[config.mk]
export PLATFORM = sky130hd
export DESIGN_NAME = alu_cmd_sequencer_flat
export DESIGN_NICKNAME = d
export VERILOG_FILES = /design/src/rtl/alu_cmd_sequencer_if.sv /design/src/rtl/alu_cmd_sequencer.sv /design/src/flat_wrapper.sv
export SDC_FILE = /design/constraint.sdc
export NUM_CORES = 1
export LEC_CHECK = 0
export CAP_MARGIN = 0
export CORE_ASPECT_RATIO = 1.2
export CORE_MARGIN = 1
export CORE_UTILIZATION = 51
export DETAILED_ROUTE_END_ITERATION = 16
export PLACE_DENSITY = 0.86
export SLEW_MARGIN = 20
export SYNTH_ARGS = -nofsm -noshare
export SYNTH_HDL_FRONTEND = slang
export SYNTH_SLANG_ARGS = --single-unit
[constraint.sdc]
create_clock -name clk -period 1.6 [get_ports clk]
set_input_delay 0.24 -clock clk [delete_from_list [all_inputs] [get_ports clk]]
set_output_delay 0.24 -clock clk [all_outputs]
set_load 0.02 [all_outputs]
[src/rtl/alu_cmd_sequencer_if.sv]
// Command, LU and response signals between the ALU command sequencer and its neighbours.
// The slave modport is the sequencer's view; master is the driver/LU/consumer side.
interface alu_cmd_sequencer_if #(
    parameter int N = 4,
    parameter int M = 4
);
    logic         cmd_valid;
    logic         cmd_ready;
    logic [M-1:0] cmd_op;
    logic [1:0]   cmd_rd;
    logic [1:0]   cmd_rs1;
    logic [1:0]   cmd_rs2;
    logic [N-1:0] cmd_imm;
    logic [N-1:0] lu_a;
    logic [N-1:0] lu_b;
    logic [M-2:0] lu_instruction;
    logic [N-1:0] lu_result;
    logic         rsp_valid;
    logic         rsp_ready;
    logic [N-1:0] rsp_data;
    logic [1:0]   rsp_rd;

    modport master (
        output cmd_valid, cmd_op, cmd_rd, cmd_rs1, cmd_rs2, cmd_imm,
        input  cmd_ready,
        input  lu_a, lu_b, lu_instruction,
        output lu_result,
        input  rsp_valid, rsp_data, rsp_rd,
        output rsp_ready
    );

    modport slave (
        input  cmd_valid, cmd_op, cmd_rd, cmd_rs1, cmd_rs2, cmd_imm,
        output cmd_ready,
        output lu_a, lu_b, lu_instruction,
        input  lu_result,
        output rsp_valid, rsp_data, rsp_rd,
        input  rsp_ready
    );
endinterface

[src/rtl/alu_cmd_sequencer.sv]
// Command-side driver for the combinational logical unit: decodes commands, owns a
// 4-entry register file, drives registered LU operands and returns each write-back.
module alu_cmd_sequencer #(
    parameter int N = 4,
    parameter int M = 4
) (
    input logic                clk,
    input logic                rst,
    alu_cmd_sequencer_if.slave bus
);

    typedef enum logic [1:0] {
        IDLE = 2'd0,
        EXEC = 2'd1,
        RESP = 2'd2
    } state_t;

    state_t       r_state;
    state_t       w_next;
    logic [N-1:0] r_rf [4];
    logic [N-1:0] r_lu_a;
    logic [N-1:0] r_lu_b;
    logic [M-2:0] r_lu_instr;
    logic [1:0]   r_rd;
    logic [N-1:0] r_rsp_data;
    logic [1:0]   r_rsp_rd;
    logic         w_cmd_ready;
    logic         w_rsp_valid;
    logic         w_accept;
    logic         w_is_loadi;

    assign w_accept   = bus.cmd_valid & w_cmd_ready;
    assign w_is_loadi = bus.cmd_op[M-1];

    always_ff @(posedge clk or posedge rst) begin
        if (rst) begin
            r_state <= IDLE;
        end else begin
            r_state <= w_next;
        end
    end

    // cmd_ready is gated by rst so nothing can be offered while reset is held
    always_comb begin
        w_next      = r_state;
        w_cmd_ready = 1'b0;
        w_rsp_valid = 1'b0;
        case (r_state)
            IDLE: begin
                w_cmd_ready = ~rst;
                if (w_accept) begin
                    w_next = w_is_loadi ? RESP : EXEC;
                end
            end
            EXEC: begin
                w_next = RESP;
            end
            RESP: begin
                w_rsp_valid = 1'b1;
                if (bus.rsp_ready) begin
                    w_next = IDLE;
                end
            end
            default: begin
                w_next = IDLE;
            end
        endcase
    end

    // Operands are sampled at accept and the write lands at the EXEC edge, so rd may alias rs1/rs2
    always_ff @(posedge clk or posedge rst) begin
        if (rst) begin
            for (int i = 0; i < 4; i++) begin
                r_rf[i] <= '0;
            end
            r_lu_a     <= '0;
            r_lu_b     <= '0;
            r_lu_instr <= '0;
            r_rd       <= '0;
            r_rsp_data <= '0;
            r_rsp_rd   <= '0;
        end else begin
            case (r_state)
                IDLE: begin
                    if (w_accept) begin
                        if (w_is_loadi) begin
                            r_rf[bus.cmd_rd] <= bus.cmd_imm;
                            r_rsp_data       <= bus.cmd_imm;
                            r_rsp_rd         <= bus.cmd_rd;
                        end else begin
                            r_lu_a     <= r_rf[bus.cmd_rs1];
                            r_lu_b     <= r_rf[bus.cmd_rs2];
                            r_lu_instr <= bus.cmd_op[M-2:0];
                            r_rd       <= bus.cmd_rd;
                        end
                    end
                end
                EXEC: begin
                    r_rf[r_rd] <= bus.lu_result;
                    r_rsp_data <= bus.lu_result;
                    r_rsp_rd   <= r_rd;
                end
                default: begin
                end
            endcase
        end
    end

    assign bus.cmd_ready      = w_cmd_ready;
    assign bus.rsp_valid      = w_rsp_valid;
    assign bus.rsp_data       = r_rsp_data;
    assign bus.rsp_rd         = r_rsp_rd;
    assign bus.lu_a           = r_lu_a;
    assign bus.lu_b           = r_lu_b;
    assign bus.lu_instruction = r_lu_instr;

endmodule

[src/flat_wrapper.sv]
// flat-port wrapper written by rule: the top's interface ports become plain ports
module alu_cmd_sequencer_flat 
#(
    parameter int N = 4,
    parameter int M = 4
)
  (clk, rst, bus_cmd_valid, bus_cmd_op, bus_cmd_rd, bus_cmd_rs1, bus_cmd_rs2, bus_cmd_imm, bus_cmd_ready, bus_lu_a, bus_lu_b, bus_lu_instruction, bus_lu_result, bus_rsp_valid, bus_rsp_data, bus_rsp_rd, bus_rsp_ready);
  alu_cmd_sequencer_if #(.N(N), .M(M)) bus_i ();
  input logic clk;
  input logic rst;
  input wire logic [$bits(bus_i.cmd_valid)-1:0] bus_cmd_valid;
  input wire logic [$bits(bus_i.cmd_op)-1:0] bus_cmd_op;
  input wire logic [$bits(bus_i.cmd_rd)-1:0] bus_cmd_rd;
  input wire logic [$bits(bus_i.cmd_rs1)-1:0] bus_cmd_rs1;
  input wire logic [$bits(bus_i.cmd_rs2)-1:0] bus_cmd_rs2;
  input wire logic [$bits(bus_i.cmd_imm)-1:0] bus_cmd_imm;
  output wire logic [$bits(bus_i.cmd_ready)-1:0] bus_cmd_ready;
  output wire logic [$bits(bus_i.lu_a)-1:0] bus_lu_a;
  output wire logic [$bits(bus_i.lu_b)-1:0] bus_lu_b;
  output wire logic [$bits(bus_i.lu_instruction)-1:0] bus_lu_instruction;
  input wire logic [$bits(bus_i.lu_result)-1:0] bus_lu_result;
  output wire logic [$bits(bus_i.rsp_valid)-1:0] bus_rsp_valid;
  output wire logic [$bits(bus_i.rsp_data)-1:0] bus_rsp_data;
  output wire logic [$bits(bus_i.rsp_rd)-1:0] bus_rsp_rd;
  input wire logic [$bits(bus_i.rsp_ready)-1:0] bus_rsp_ready;
  assign bus_i.cmd_valid = bus_cmd_valid;
  assign bus_i.cmd_op = bus_cmd_op;
  assign bus_i.cmd_rd = bus_cmd_rd;
  assign bus_i.cmd_rs1 = bus_cmd_rs1;
  assign bus_i.cmd_rs2 = bus_cmd_rs2;
  assign bus_i.cmd_imm = bus_cmd_imm;
  assign bus_cmd_ready = bus_i.cmd_ready;
  assign bus_lu_a = bus_i.lu_a;
  assign bus_lu_b = bus_i.lu_b;
  assign bus_lu_instruction = bus_i.lu_instruction;
  assign bus_i.lu_result = bus_lu_result;
  assign bus_rsp_valid = bus_i.rsp_valid;
  assign bus_rsp_data = bus_i.rsp_data;
  assign bus_rsp_rd = bus_i.rsp_rd;
  assign bus_i.rsp_ready = bus_rsp_ready;
  alu_cmd_sequencer #(.N(N), .M(M)) u_core (.clk(clk), .rst(rst), .bus(bus_i));
endmodule
==> results of run 1 <==
-- sequential cells by signal, indices dropped and copies added (netlist names) --
signal	flops
u_core.bus.lu_b	4
u_core.bus.lu_a	4
u_core.r_rd	2
u_core.bus.lu_instruction	3
u_core.r_rf	16
u_core.bus.rsp_rd	2
u_core.r_state	2
u_core.bus.rsp_data	4
-- synthesized netlist by cell type, drive strengths merged --
cell	n	area, um2
nand3b	2	18.8
o31a	1	8.76
nand2	10	37.5
or2b	1	7.51
nor3b	3	50.1
o2bb2ai	16	140
mux2i	3	30.0
mux4	8	180
o21ai	8	51.3
nand2b	1	6.26
nor2b	2	15.0
dfrtp	37	926
buf	6	53.8
a22oi	16	120
inv	3	11.3
a31oi	2	12.5
o31ai	1	21.3
mux2	13	180
o211ai	1	7.51
nor3	3	42.5
and3	2	17.5
nor2	3	11.3
-- kinds of logic (layout without fill, tap and decap cells) --
logic type | count (synthesis) | in the layout | share of synthesized area
AO/OA/AOI/OAI | 45 | 45 | 0.185
AND/OR/NAND/NOR | 27 | 27 | 0.106
flip-flops | 37 | 37 | 0.475
buffers and inverters | 9 | 73 | 0.0334
multiplexers | 24 | 24 | 0.200
-- what timing repair did --
item,in CTS,in global routing
resized for setup,5,9
buffers inserted,2,0
pin swaps,2,3
setup endpoints to repair,6,20
-- worst max-delay path by stage --
stage                                          to  slack, ps                           start  depth (start not counted)
4_1_cts                             bus_rsp_valid         10   u_core.r_state[0]$_DFFE_PP0P_                          3
5_1_grt        u_core.bus.rsp_data[1]$_DFFE_PP0P_        -10   u_core.r_state[1]$_DFFE_PP0P_                          7
2_1_floorplan      u_core.bus.lu_a[0]$_DFFE_PP0P_         70   u_core.r_state[0]$_DFFE_PP0P_                          4
6_report                              bus_lu_b[3]         40  u_core.bus.lu_b[3]$_DFFE_PP0P_                          1
3_5_place_dp       u_core.bus.lu_a[3]$_DFFE_PP0P_       -230                  bus_cmd_rs1[0]                          3
3_3_place_gp       u_core.bus.lu_a[3]$_DFFE_PP0P_       -170                  bus_cmd_rs1[0]                          3
-- layout make-up --
type	count	area (um2)	area share
multi-input combinational	96	996	0.372
sequential	37	926	0.346
timing repair buffer	62	593	0.222
clock buffer	6	72.6	0.0271
tap	52	65.1	0.0243
inverter	3	11.3	0.00421
clock inverter	2	10.0	0.00374
-- routing by layer --
metal / global-route usage / vias to the layer above / routed length (um)
li1: - / 689 / -
met1: 0.278 / 773 / 1760
met2: 0.462 / 80 / 2600
met3: 0.0802 / 15 / 334
met4: 0.103 / 0 / 134
met5: 0 / - / 0
-- where the power goes --
part           internal (W)  switching [W]  total, W
Clock              0.000302       0.000340  0.000643
Sequential          0.00127       0.000263   0.00153
Combinational      0.000834       0.000586   0.00142
-- worst min-delay path: cells and delay by family --
kind	cells	cell delay, ps
buffers and inverters	3	820
-- through the flow --
stage	util	hold WS [ps]	power, W	setup slack (ps)
finish	0.736	395	0.00359	37.6
global route	0.736	394	0.00377	-13.1
CTS	0.730	390	0.00359	12.7
detailed placement	0.700	491	0.00295	-232
global placement	0.700	492	0.00287	-170
floorplan	-	331	0.00230	72.5
==> impl_metrics.ini, run 1 <==
[final_layout]
final.fill_count = 251
area.growth.synth_to_final_pct = 37.2
finalInstanceArea_um2 = 2670
final_cell_count_no_fill = 258
final_layout_size_suffix_gt1_frac = 0.335
most-common-layout-cells = sky130_fd_sc_hd__clkdlybuf4s50_1, sky130_fd_sc_hd__dfrtp_1, sky130_fd_sc_hd__buf_4, sky130_fd_sc_hd__a22oi_1, sky130_fd_sc_hd__o2bb2ai_1
antenna-diode-count = 0
fin_nets = 227
mostFrequentLayoutCell = sky130_fd_sc_hd__clkdlybuf4s50_1

[drt]
wl_per_cell_um = 18.7
vias_per_cell = 6.03
count_of_antenna_violating_nets_left_after_detailed_routing = 0
dr_total_vias = 1557
remaining_drc_errors = 0
iteration_count_of_the_initial_detailed_routing_pass = 6
detail_route.wirelength_mm = 4.83
drtIter0Drc = 58

[setup_path]
path_class = reg -> out
crit_family = buffers and inverters
critical_path.max_stage_delay_ps = 660
slowest_stage = sky130_fd_sc_hd__clkdlybuf4s50_1
ff_to_ff_start = u_core.r_state[0]$_DFFE_PP0P_
reg2regPathDepth = 6
path_buf_inv = 1
reg2reg_to = u_core.r_rf[15]$_DFFE_PP0P_
cp.arrival_ps = 1320
timing.critical_path.fanout_max = 2
crit_path_cell_trace = clkdlybuf4s50_1
worst_setup_path_start_kind = flop
crit_required_ps = 1360
r2r_setup_slack_ps = 40
critPathCaptureType = output port

[clock_network]
clock_tree_from_tritoncts = yes
cts_clock_pin_slew_for_the_worst_setup_and_hold_paths_ps = 80
cts_hold_repair.buffers = 0
clock_path_buffers = 2
worst_skew_pair.late_latency_ps = 290
clock_tree.root_cell = sky130_fd_sc_hd__clkbuf_8
tritoncts.num_buffers = 5
h-tree-depth = 2
clock_sink_count = 37

[die]
core_outline_area_um2 = 3630
die_width_um = 58.4
start_util = 0.537
die-area_um2 = 4070
std_cell_rows = 24
fp.dieH_um = 69.7
io_pins = 41

[yosys]
number_of_warning_messages_in_the_yosys_log = 0
synth.distinct_cells = 32
synth_fp_nets = 164
synth_sequential_area_ratio = 0.475
post_synthesis_register_bit_count = 37
synthCells = 142
synth.cell_area_um2 = 1950
synthesis.area_per_instance_um2 = 13.7

[place]
dpl.hpwl_mm = 3.56
dpl_cell_area_um2 = 2540
placement.io_buffers = 40
place_congestion = 0.888
placed_instances = 248

[grt]
antenna_found_initial = 0
gr_usage_total = 0.259
grt_remaining_overflow = 0
grt_pass1_wl_mm = 7.73
first_global_vias = 1608
grt_max_degree = 35

[power]
worst_ir_drop_vdd_mv = 0.776
cell_area_power_density_nw_per_um2 = 1340
leakage_dissipation_nw = 1.12

[sta]
worst_slew_margin_relative_to_its_limit = 0.750
maxClockFrequency_mhz = 640
report.final.setup_viol = 0
worstMarginPinSlew_ps = 372
rsz0062_at_grt = yes
post-route-min-period_ps = 1560
report.final.slew_viol_count = 0
min_period_over_period = 0.977
tns_ps = 0
final_hold_viol_count = 0
timing.clock.skew_ps = 4.76

[hold_path]
holdCritPathClass = in -> async

[job]
max_cap_viol_count = 0

[status]
outcome = complete, no violations
Note: power is estimated with default switching activity, not from simulation.
==> run 2, diff against run 1 <==
Settings changed: CORE_UTILIZATION 51 to 30, PLACE_DENSITY 0.86 to 0.58.
==> run 2 against run 1 <==
Against the previous run:
- hold slack improved by 110 ps
- wire length fell by 7.0%
- clock skew rose by 4.9 ps
- design area rose by 0.51%
- critical path type unchanged
- largest cell class unchanged
- utilization fell by 30 points
- count of clock-buffer cells in the layout rose by 1
==> impl_metrics.ini, run 2 (synthesized netlist as in run 1, its figures left out) <==
[place]
dpl.hpwl_mm = 3.46
place_congestion = 0.780
pre_cts_worst_setup_slack_ps = -237
placement.io_buffers = 40
dpl_cell_area_um2 = 2600

[clock_network]
worst_skew_pair.late_latency_ps = 290
tritoncts.num_buffers = 5
clock_path_buffers = 2
clock_tree_from_tritoncts = yes
h-tree-depth = 2
clock_sink_count = 37
cts_hold_repair.buffers = 0
cts_clock_pin_slew_for_the_worst_setup_and_hold_paths_ps = 70
clock_tree.root_cell = sky130_fd_sc_hd__clkbuf_8

[sta]
setup_slack_ps = 79.8
rsz0062_at_grt = no
worst_slew_margin_relative_to_its_limit = 0.770
report.final.setup_viol = 0
post-route-min-period_ps = 1520
worst_case_hold_slack_ps = 508
report.final.slew_viol_count = 0
maxClockFrequency_mhz = 658
worstMarginPinSlew_ps = 343
min_period_over_period = 0.950
timing.clock.skew_ps = 9.66
final_hold_viol_count = 0

[drt]
dr_total_vias = 1443
wl_per_cell_um = 15.6
count_of_antenna_violating_nets_left_after_detailed_routing = 0
detail_route.wirelength_mm = 4.50
drtIter0Drc = 91
iteration_count_of_the_initial_detailed_routing_pass = 4
vias_per_cell = 4.99
remaining_drc_errors = 0

[grt]
grt_pass1_wl_mm = 7.62
first_global_vias = 1508
antenna_found_initial = 0
grt_max_degree = 27
grt_remaining_overflow = 0
gr_usage_total = 0.150

[final_layout]
mostFrequentLayoutCell = sky130_fd_sc_hd__clkdlybuf4s50_1
fin_nets = 229
antenna-diode-count = 0
most-common-layout-cells = sky130_fd_sc_hd__clkdlybuf4s50_1, sky130_fd_sc_hd__dfrtp_1, sky130_fd_sc_hd__buf_4, sky130_fd_sc_hd__a22oi_1, sky130_fd_sc_hd__o2bb2ai_1
area.growth.synth_to_final_pct = 37.9
multiInputGateArea_um2 = 965
final.fill_count = 565
most_flops_register = u_core.r_rf
ff_latch_area_um2 = 927
finalInstanceArea_um2 = 2690
final_layout_size_suffix_gt1_frac = 0.324
number_of_flip_flops_under_the_largest_register_name = 16

[setup_path]
path_class = reg -> out
critical_path.max_stage_delay_ps = 630
timing.critical_path.fanout_max = 2
worst_setup_path_start_kind = flop
crit_required_ps = 1360
slowest_stage = sky130_fd_sc_hd__clkdlybuf4s50_1
path_depth = 1
cp.arrival_ps = 1280
path_buf_inv = 1
crit_path_cell_trace = clkdlybuf4s50_1
critPathCaptureType = output port
crit_family = buffers and inverters
reg2regPathDepth = 5

[die]
start_util = 0.316
die_width_um = 75.6
io_pins = 41
core_outline_area_um2 = 6170
die-area_um2 = 6830
fp.dieH_um = 90.3
std_cell_rows = 31

[hold_path]
holdCritPathClass = in -> async

[job]
max_cap_viol_count = 0

[power]
cell_area_power_density_nw_per_um2 = 1320
leakage_dissipation_nw = 1.12
worst_ir_drop_vdd_mv = 0.513

[status]
outcome = complete, no violations
-- run 2: final cells by class --
type                       instances  area share
tap                               82      0.0382
inverter                           3     0.00419
sequential                        37       0.345
multi-input combinational         96       0.359
clock buffer                       7      0.0321
timing repair buffer              64       0.222
-- run 2: repair_timing --
action | 4_1_cts | 5_1_grt
setup buffers | 0 | 1
gates cloned | 0 | 0
endpoints found under the hold margin | 0 | 0
gates resized for setup | 5 | 3
setup endpoints to repair | 2 | 5
pin swaps | 0 | 2
-- run 2: path summary, 6_finish.rpt --
kind	slack (ps)	end	startpoint
setup / recovery	80	bus_rsp_data[3]	u_core.bus.rsp_data[3]$_DFFE_PP0P_
hold / removal	510	u_core.r_rd[1]$_DFFE_PP0P_	rst
setup reg to reg	100	u_core.r_rf[11]$_DFFE_PP0P_	u_core.r_state[0]$_DFFE_PP0P_
hold reg to reg	510	u_core.r_rf[8]$_DFFE_PP0P_	u_core.r_rf[8]$_DFFE_PP0P_
max in group asynchronous	760	u_core.bus.lu_a[3]$_DFFE_PP0P_	rst
min in group clk	510	u_core.r_rf[8]$_DFFE_PP0P_	u_core.r_rf[8]$_DFFE_PP0P_
-- run 2: power breakdown --
group	leakage, nW	switching (W)	internal (W)	total [W]
logic	0.616	0.000545	0.000829	0.00137
clock network	0.0443	0.000316	0.000342	0.000658
registers	0.459	0.000253	0.00127	0.00152
total	1.12	0.00111	0.00244	0.00355
-- run 2: routing by layer --
| metal | vias to the layer above | global-route usage | wire length (um) |
|---|---|---|---|
| met5 | - | 0 | 0 |
| met3 | 6 | 0.0424 | 234 |
| li1 | 682 | - | - |
| met4 | 0 | 0.0509 | 72 |
| met1 | 710 | 0.200 | 2000 |
| met2 | 45 | 0.231 | 2190 |
-- run 2: tightest hold or removal path, cell delays in order --
cell,delay [ps]
sky130_fd_sc_hd__clkdlybuf4s50_1,470
sky130_fd_sc_hd__buf_4,180
sky130_fd_sc_hd__inv_1,60
sky130_fd_sc_hd__buf_4,200
-- run 2: metrics by stage --
stage / setup TNS (ps) / instances / utilization / total power [W]
after floorplan: 0 / 142 / - / 0.00230
after global placement: -3000 / 281 / 0.422 / 0.00290
after detailed placement: -4010 / 281 / 0.422 / 0.00293
after CTS: 0 / 288 / 0.436 / 0.00360
after global routing: 0 / 289 / 0.436 / 0.00378
final: 0 / 289 / 0.436 / 0.00355
==> run 3, diff against run 2 <==
Settings changed: ABC_AREA set to 1, ABC_CLOCK_PERIOD_IN_PS set to 1600, PLACE_DENSITY 0.58 to 0.57.
==> run 3 against run 2 <==
Against the previous run:
- first-iteration DRC count grew 19%
- critical path depth increased by 1
- via count increased by 42%
- largest cell class unchanged
- clock skew fell by 3.7 ps
- maximum frequency is 1.3% lower
- non-clock buffer count shrank 10
- sequential share of layout area fell by 1.9 points
- critical path type unchanged
- worst setup slack lost 21 ps
- flip-flop and latch count is the same
- count of clock-buffer cells in the layout shrank 1
- utilization is 2.4 points lower
==> impl_metrics.ini, run 3 <==
[status]
outcome = complete, no violations

[yosys]
synth.cell_area_um2 = 2150
synthesis.area_per_instance_um2 = 6.71
synth_most_common_cell = sky130_fd_sc_hd__nand2_1
post_synth_and_or_nand_nor_area_fraction = 0.359
ys.flop_type = sky130_fd_sc_hd__dfrtp_1
synthCells = 321
synth_largest_type_area_fraction = 0.430
synth.distinct_cells = 17
synth_top_family_by_area = simple AND/OR/NAND/NOR gates
synth_sequential_area_ratio = 0.430
number_of_warning_messages_in_the_yosys_log = 0
synth.area.mux_share = 0
synth_edf_count = 0
synth_fp_nets = 343
netlist.top_cell.by_area = sky130_fd_sc_hd__dfrtp_1
post_synth_most_frequent_cells = sky130_fd_sc_hd__nand2_1, sky130_fd_sc_hd__dfrtp_1, sky130_fd_sc_hd__inv_1
post_synthesis_register_bit_count = 37
synth-adder-area-share = 0
synth-compound-area-share = 0.117
post_synth_xor_area_fraction = 0
postSynth.asyncResetShare = 1.00
synth.area.top_cells = sky130_fd_sc_hd__dfrtp_1, sky130_fd_sc_hd__nand2_1, sky130_fd_sc_hd__o211ai_1, sky130_fd_sc_hd__inv_1, sky130_fd_sc_hd__o21ai_0

[power]
worst_ir_drop_vdd_mv = 0.644
leakage_dissipation_nw = 1.55
p_total_w = 0.00380
cell_area_power_density_nw_per_um2 = 1340

[sta]
final_hold_viol_count = 0
timing.clock.skew_ps = 5.98
rsz0062_at_grt = no
min_period_over_period = 0.963
report.final.setup_viol = 0
maxClockFrequency_mhz = 649
worst_case_hold_slack_ps = 473
report.final.slew_viol_count = 0
worst_slew_margin_relative_to_its_limit = 0.690
post-route-min-period_ps = 1540
worstMarginPinSlew_ps = 465
tns_ps = 0

[die]
start_util = 0.312
die_width_um = 79.3
fp.dieH_um = 94.8
io_pins = 41
core_outline_area_um2 = 6900
std_cell_rows = 33
die-area_um2 = 7520

[drt]
wl_per_cell_um = 11.4
dr_total_vias = 2054
drtIter0Drc = 108
vias_per_cell = 4.46
remaining_drc_errors = 0
iteration_count_of_the_initial_detailed_routing_pass = 4
detail_route.wirelength_mm = 5.28
count_of_antenna_violating_nets_left_after_detailed_routing = 0

[place]
place_congestion = 0.817
dpl.hpwl_mm = 3.87
placed_instances = 453
placement.io_buffers = 40

[final_layout]
final_layout_size_suffix_gt1_frac = 0.0882
most-common-layout-cells = sky130_fd_sc_hd__nand2_1, sky130_fd_sc_hd__clkdlybuf4s50_1, sky130_fd_sc_hd__dfrtp_1, sky130_fd_sc_hd__inv_1, sky130_fd_sc_hd__o21ai_0
utilization = 0.412
ff_latch_area_um2 = 926
area.growth.synth_to_final_pct = 32.0
final_cell_count_no_fill = 461
final.fill_count = 742
mostFrequentLayoutCell = sky130_fd_sc_hd__nand2_1
number_of_flip_flops_under_the_largest_register_name = 16
multiInputGateArea_um2 = 1040
fin_nets = 395
antenna-diode-count = 0
most_flops_register = u_core.r_rf

[grt]
grt_max_degree = 38
grt_use_met1 = 0.183
antenna_found_initial = 0
grt_use_met2 = 0.261
gr-max-usage-layer = met2
grt_remaining_overflow = 0
gr_usage_total = 0.154
first_global_vias = 1997
grt_util_met3 = 0.0309
grt_pass1_wl_mm = 8.89

[setup_path]
timing.critical_path.fanout_max = 7
critPathCaptureType = output port
path_class = reg -> out
crit_required_ps = 1360
worst_setup_path_start_kind = flop
cp.arrival_ps = 1300

[job]
max_cap_viol_count = 0

[clock_network]
tritoncts.num_buffers = 5
clock_sink_count = 37
worst_skew_pair.late_latency_ps = 290
cts_clock_pin_slew_for_the_worst_setup_and_hold_paths_ps = 80
clock_tree_from_tritoncts = yes
clock_tree.root_cell = sky130_fd_sc_hd__clkbuf_8
clock_path_buffers = 2
h-tree-depth = 2

[hold_path]
holdCritPathClass = reg -> reg
-- run 3: routing by layer --
layer / share of wire / vias to the layer above
li1: - / 1101
met1: 0.47 / 883
met2: 0.46 / 59
met3: 0.044 / 11
met4: 0.022 / 0
met5: 0 / -
-- run 3: path summary, 6_finish.rpt --
path                                                          startpoint                                        to  slack [ps]  depth (start not counted)
min in group asynchronous                                            rst             u_core.r_state[1]$_DFFE_PP0P_         510                          3
worst max-delay path                       u_core.r_state[0]$_DFFE_PP0P_                             bus_cmd_ready          60                          2
worst min register to register  u_core.bus.lu_instruction[2]$_DFFE_PP0P_  u_core.bus.lu_instruction[2]$_DFFE_PP0P_         470                          2
max in group asynchronous                                            rst            u_core.bus.lu_a[3]$_DFFE_PP0P_         760                          3
worst max register to register             u_core.r_state[1]$_DFFE_PP0P_               u_core.r_rf[15]$_DFFE_PP0P_         180                          7
worst min-delay path            u_core.bus.lu_instruction[2]$_DFFE_PP0P_  u_core.bus.lu_instruction[2]$_DFFE_PP0P_         470                          2
-- run 3: logic make-up (layout without fill, tap and decap cells) --
family / count (synthesis) / in the layout
compound gates: 42 / 42
simple gates: 198 / 198
flops: 37 / 37
buf+inv: 44 / 97
-- run 3: through the flow --
step	cell area, um2	setup WS (ps)
finish	2840	59.3
global route	2840	1.32
CTS	2830	55.5
detailed placement	2750	-196
global placement	2750	-176
floorplan	2160	65.2
-- run 3: what timing repair did --
item | CTS | global route
hold buffers | 0 | 0
buffers inserted | 0 | 0
gates resized for setup | 2 | 4
endpoints found under the setup margin | 2 | 12
-- run 3: cell type report --
| cell class | instances | area share |
|---|---|---|
| multi-input combinational | 240 | 0.364 |
| clock inverter | 2 | 0.00352 |
| tap | 87 | 0.0383 |
| clock buffer | 6 | 0.0255 |
| inverter | 35 | 0.0475 |
| timing repair buffer | 54 | 0.195 |
| sequential | 37 | 0.326 |
-- run 3: power breakdown --
part	switching, W	internal (W)	total (W)	leakage, nW
sequential	0.000223	0.00129	0.00151	0.481
clock	0.000344	0.000302	0.000646	0.0450
combinational	0.000933	0.000712	0.00164	1.03
-- run 3: critical path, stage by stage (launching register included) --
cell	delay, ps
sky130_fd_sc_hd__dfrtp_1	480
sky130_fd_sc_hd__nor3_1	210
sky130_fd_sc_hd__clkdlybuf4s15_1	330
